### config.mk
export PLATFORM = sky130hd
export DESIGN_NAME = data_memory_lsu
export DESIGN_NICKNAME = d
export VERILOG_FILES = /design/src/rtl/data_memory_lsu.sv
export SDC_FILE = /design/constraint.sdc
export NUM_CORES = 2
export LEC_CHECK = 0
export CORE_UTILIZATION = 36
export CTS_BUF_LIST = sky130_fd_sc_hd__clkbuf_16
export DETAILED_ROUTE_END_ITERATION = 8
export GPL_ROUTABILITY_DRIVEN = 1
export GPL_TIMING_DRIVEN = 1
export HOLD_SLACK_MARGIN = 0.08
export PLACE_DENSITY = 0.48
export SYNTH_ARGS = -nofsm -noshare
export SYNTH_HDL_FRONTEND = slang
export SYNTH_SLANG_ARGS = --single-unit
export TNS_END_PERCENT = 20
### constraint.sdc
create_clock -name clk -period 112.5 [get_ports clk]
set_input_delay 16.875 -clock clk [delete_from_list [all_inputs] [get_ports clk]]
set_output_delay 16.875 -clock clk [all_outputs]
set_load 0.1 [all_outputs]
### src/rtl/data_memory_lsu.sv
// RV32I load/store unit with an integrated word-organised data memory.
// Loads are combinational; stores commit on the clock edge; the first faulting access is latched.
module data_memory_lsu #(
  parameter int DEPTH_WORDS = 64
) (
  input  logic        clk,
  input  logic        rst,
  input  logic [31:0] addr,
  input  logic [31:0] wdata,
  input  logic        mem_read,
  input  logic        mem_write,
  input  logic [2:0]  funct3,
  input  logic        fault_clear,
  output logic [31:0] rdata,
  output logic        access_err,
  output logic        fault_valid,
  output logic [31:0] fault_addr,
  output logic        fault_is_store
);
  localparam int AW = $clog2(DEPTH_WORDS);

  logic [31:0]   mem_r [DEPTH_WORDS];
  logic [AW-1:0] idx_s;
  logic [31:0]   word_s;
  logic [31:0]   shifted_s;
  logic          illegal_s;
  logic          misaligned_s;
  logic [3:0]    be_s;
  logic [31:0]   wd_s;
  logic          unused_addr_s;

  assign idx_s         = addr[AW+1:2];
  assign word_s        = mem_r[idx_s];
  assign shifted_s     = word_s >> {addr[1:0], 3'b000};
  assign unused_addr_s = ^addr[31:AW+2];

  // Legality and alignment; store rules take precedence when mem_write is high.
  always_comb begin
    illegal_s    = 1'b0;
    misaligned_s = 1'b0;
    if (mem_write) begin
      case (funct3)
        3'b000, 3'b001, 3'b010: illegal_s = 1'b0;
        default:                illegal_s = 1'b1;
      endcase
    end else begin
      case (funct3)
        3'b011, 3'b110, 3'b111: illegal_s = 1'b1;
        default:                illegal_s = 1'b0;
      endcase
    end
    case (funct3[1:0])
      2'b01:   misaligned_s = addr[0];
      2'b10:   misaligned_s = (addr[1:0] != 2'b00);
      default: misaligned_s = 1'b0;
    endcase
    access_err = (mem_read | mem_write) & (illegal_s | misaligned_s);
  end

  // Load data extraction with sign or zero extension.
  always_comb begin
    rdata = 32'h0000_0000;
    if (mem_read && !access_err) begin
      case (funct3)
        3'b000:  rdata = {{24{shifted_s[7]}}, shifted_s[7:0]};
        3'b001:  rdata = {{16{shifted_s[15]}}, shifted_s[15:0]};
        3'b010:  rdata = word_s;
        3'b100:  rdata = {24'h00_0000, shifted_s[7:0]};
        3'b101:  rdata = {16'h0000, shifted_s[15:0]};
        default: rdata = 32'h0000_0000;
      endcase
    end else begin
      rdata = 32'h0000_0000;
    end
  end

  // Store byte enables and lane-replicated write data.
  always_comb begin
    be_s = 4'b0000;
    wd_s = wdata;
    case (funct3[1:0])
      2'b00: begin
        be_s = 4'b0001 << addr[1:0];
        wd_s = {4{wdata[7:0]}};
      end
      2'b01: begin
        be_s = addr[1] ? 4'b1100 : 4'b0011;
        wd_s = {2{wdata[15:0]}};
      end
      2'b10:   be_s = 4'b1111;
      default: be_s = 4'b0000;
    endcase
    if (!mem_write || access_err) begin
      be_s = 4'b0000;
    end else begin
      be_s = be_s;
    end
  end

  // Memory array: cleared on reset, byte-lane writes otherwise.
  always_ff @(posedge clk or posedge rst) begin
    if (rst) begin
      for (int i = 0; i < DEPTH_WORDS; i++) begin
        mem_r[i] <= 32'h0000_0000;
      end
    end else begin
      for (int b = 0; b < 4; b++) begin
        if (be_s[b]) begin
          mem_r[idx_s][8*b +: 8] <= wd_s[8*b +: 8];
        end
      end
    end
  end

  // Sticky fault capture; a new fault coinciding with a clear wins over the clear.
  always_ff @(posedge clk or posedge rst) begin
    if (rst) begin
      fault_valid    <= 1'b0;
      fault_addr     <= 32'h0000_0000;
      fault_is_store <= 1'b0;
    end else if (access_err && (!fault_valid || fault_clear)) begin
      fault_valid    <= 1'b1;
      fault_addr     <= addr;
      fault_is_store <= mem_write;
    end else if (fault_clear) begin
      fault_valid    <= 1'b0;
    end else begin
      fault_valid    <= fault_valid;
    end
  end
endmodule

==> impl_metrics.tcl <==
set metrics [dict create \
    status "finished, final reports clean" \
    layout.nets 8604 \
    synth_top_family_by_area "compound AO/OA/AOI/OAI gates" \
    drcViolationCount 0 \
    firstDrtPassIters 6 \
    worst_slew_pin_slew_ns 1.442 \
    reg2reg_depth 4 \
    syn-instance-count 8723 \
    overflow 0 \
    worstReg2RegStart "fault_valid$_DFFE_PP0P_" \
    rsz0062_at_grt "false" \
    wl_per_cell_microns 29.02 \
    vias 69590 \
    worstSetupPathType "in -> out" \
    synth_area_leaders "dfrtp_1 56%, mux2_2 7.2%, a21oi_1 6.4%, nor2_1 4.6%, mux2i_1 3.5%" \
    ant_nets 0 \
    maxSlewHeadroom_pct 3.784 \
    synth_top_cell_area_share_pct 56.09 \
    fillers 24800 \
    yosysSeqAreaShare_pct 56.09 \
    power.density_nw_per_um2 16.06 \
    setup_viol 0 \
    synthXorXnorAreaFrac_pct 0 \
    root_buffer "clkbuf_16" \
    cp_data_arrival_time_ns 23.72 \
    core-area_sq_um 256700 \
    wl_microns 350900 \
    dpl_cell_area_sq_um 96900 \
    synth_compound_gate_area_share_pct 17.11 \
    synth_adder_area_share_pct 0.06736 \
    synth_cell_types 91 \
    netlist_area_sq_um 92880 \
    numCtsBuffers 238 \
    clock_path_buffers 4 \
    viasPerCell 5.754 \
    rows 186 \
    r2r_slack_ns 110.71 \
    synthTopCellsByCount "2,082 x dfrtp_1, 1,180 x a21oi_1, 1,134 x nor2_1" \
    fin_worst_skew_ns 0.03860 \
    place.port_buffers 138 \
    max_freq_mhz 24.63 \
    r2r-end "fault_addr[11]$_DFFE_PP0P_" \
    critPathLaunchType "input port" \
    gp_congestion 0.8886 \
    gr-usage-all-layers_pct 26.84 \
    post-dp-hpwl_microns 216700 \
    period_share_pct 36.08 \
    postCtsSetupBuffers 0 \
    drt_iter0_drc 6600 \
    required_ns 95.62 \
    cts_tree "done" \
    area_growth_pct 11.90 \
    hold_class "reg -> reg" \
    hold_path_depth 2 \
    post-route-cell-area_sq_um 103900 \
    insertion_delay_ns 0.93 \
    grt_max_degree 148 \
    htreeDepth 4 \
    yosys.area.top_type "dfrtp_1" \
    cp_max_fo 41 \
    ys_async_sr_fraction_pct 100.0 \
    drive_above_1_share_pct 15.42 \
    start_util_pct 36.18 \
    muxShareOfSynthArea_pct 11.43 \
    fin_crit_ns 40.59 \
    hold_start "mem_r[718]$_DFFE_PP0P_" \
    grt_pass1_vias 68700 \
    synth.avg_cell_area_sq_um 10.65 \
    grt_pass1_wl_microns 509400 \
    synth_edf_count 0 \
    cts_hold_buf 0 \
    cellLeakagePower_nw 47.51 \
    cts.clk_slew.worst_paths_ns 0.05 \
    endpoint_kind "output port" \
    maxCapViolCount 0 \
    ir_worst_vdd_mv 0.01277 \
    io_pins 139 \
    cts_resized 0 \
    antenna_found_initial 10 \
    cts_sinks 2082 \
    min_to "mem_r[718]$_DFFE_PP0P_" \
    synth_seq_cells 2082 \
    ys.flop_type "dfrtp_1" \
    die_area_sq_um 260000 \
    dieHeight_microns 509.9 \
    setup_tns_ns 0 \
    synth_most_common_cell "dfrtp_1" \
    die_w_microns 509.9 \
    ys_warn_count 0 \
    hold_violations 0 \
    syn_nets 8800 \
    drv_slew 0 \
    yosys.area_share.simple_pct 11.42 \
]
==> stage by stage <==
step	utilization [%]	worst slack [ns]	cells	total power [mW]	hold slack (ns)
3_3_place_gp	37.75	71.83	11670	0.9600	0.4559
6_report	40.49	71.91	12090	1.669	0.4735
2_1_floorplan	-	36.81	8723	0.9015	0.4418
3_5_place_dp	37.75	71.86	11670	0.9626	0.4663
4_1_cts	40.48	71.85	12090	1.683	0.4797
5_1_grt	40.49	71.69	12090	1.722	0.4934
==> flip-flops by register name, summed over array words and instances, names as in the netlist <==
| signal | count |
|---|---|
| fault_addr | 32 |
| fault_is_store | 1 |
| fault_valid | 1 |
| mem_r | 2048 |
==> cells in the final DEF, fill, tap and decap left out, types with 30 or more instances in the layout <==
cell type / instances
nor3_2: 50
o22ai_1: 75
a221oi_1: 120
o21ai_0: 585
clkbuf_16: 239
clkdlybuf4s50_1: 127
nor3_4: 78
buf_4: 178
and3_1: 30
o2bb2ai_1: 41
clkinv_2: 40
nand2_1: 612
nand3_1: 161
a22o_1: 90
mux2i_1: 324
clkinv_1: 58
inv_1: 66
a222oi_1: 31
dfrtp_1: 2082
a22oi_1: 274
a21oi_1: 1167
mux2_2: 595
nor2_1: 1128
a31oi_1: 88
==> worst max-delay path, cell delays in order <==
cell and delay (ns):
buf_8 0.31, buf_4 0.82, buf_4 0.61, buf_4 0.75
and2_2 0.43, buf_4 0.46, a22oi_1 0.18, nand3_1 0.16
nand4_1 0.11, nor2_1 0.37, o22ai_1 0.25, a31oi_2 0.90
o2111ai_1 0.29, clkdlybuf4s50_1 1.05
==> cell families (layout without fill, tap and decap cells) <==
logic type,count (synthesis),count (layout)
AOI/OAI and AO/OA,2664,2664
and+or+nand+nor,2243,2243
DFF,2082,2082
muxes,957,957
buffers and inverters,772,753
adders and majority gates,5,5
other,0,5
==> area by class of cell <==
class,count,area [sq um],share of cell area (%)
Clock buffer,239,5981,5.755
Multi-Input combinational cell,5869,37650,36.22
Sequential cell,2082,52100,50.13
Tap cell,3384,4234,4.074
Clock inverter,178,1036,0.9968
Antenna cell,5,12.51,0.01204
Inverter,11,48.80,0.04695
Timing Repair Buffer,325,2873,2.764
==> worst max path at each step <==
stage	slack (ns)	endpoint	depth (start not counted)	start
6_report	71.91	rdata[12]	14	addr[3]
5_1_grt	71.69	rdata[12]	14	addr[3]
4_1_cts	71.85	rdata[6]	14	addr[3]
3_5_place_dp	71.86	rdata[6]	14	addr[3]
3_3_place_gp	71.83	rdata[6]	14	addr[3]
2_1_floorplan	36.81	fault_addr[0]$_DFFE_PP0P_	1	rst
==> report_power, final <==
group | switching, mW | internal (mW) | total [mW]
logic | 0.125 | 0.0374 | 0.163
registers | 0.0130 | 0.773 | 0.786
clock network | 0.321 | 0.399 | 0.720
==> layer usage <==
layer	global-route usage, %	wire (microns)	vias to the layer above
met3	3.606	19400	559
li1	-	-	30910
met5	0	12	-
met2	43.07	164200	2159
met4	10.47	15040	2
met1	36.74	152300	35960
No activity file was read; power rests on OpenSTA's default activity.
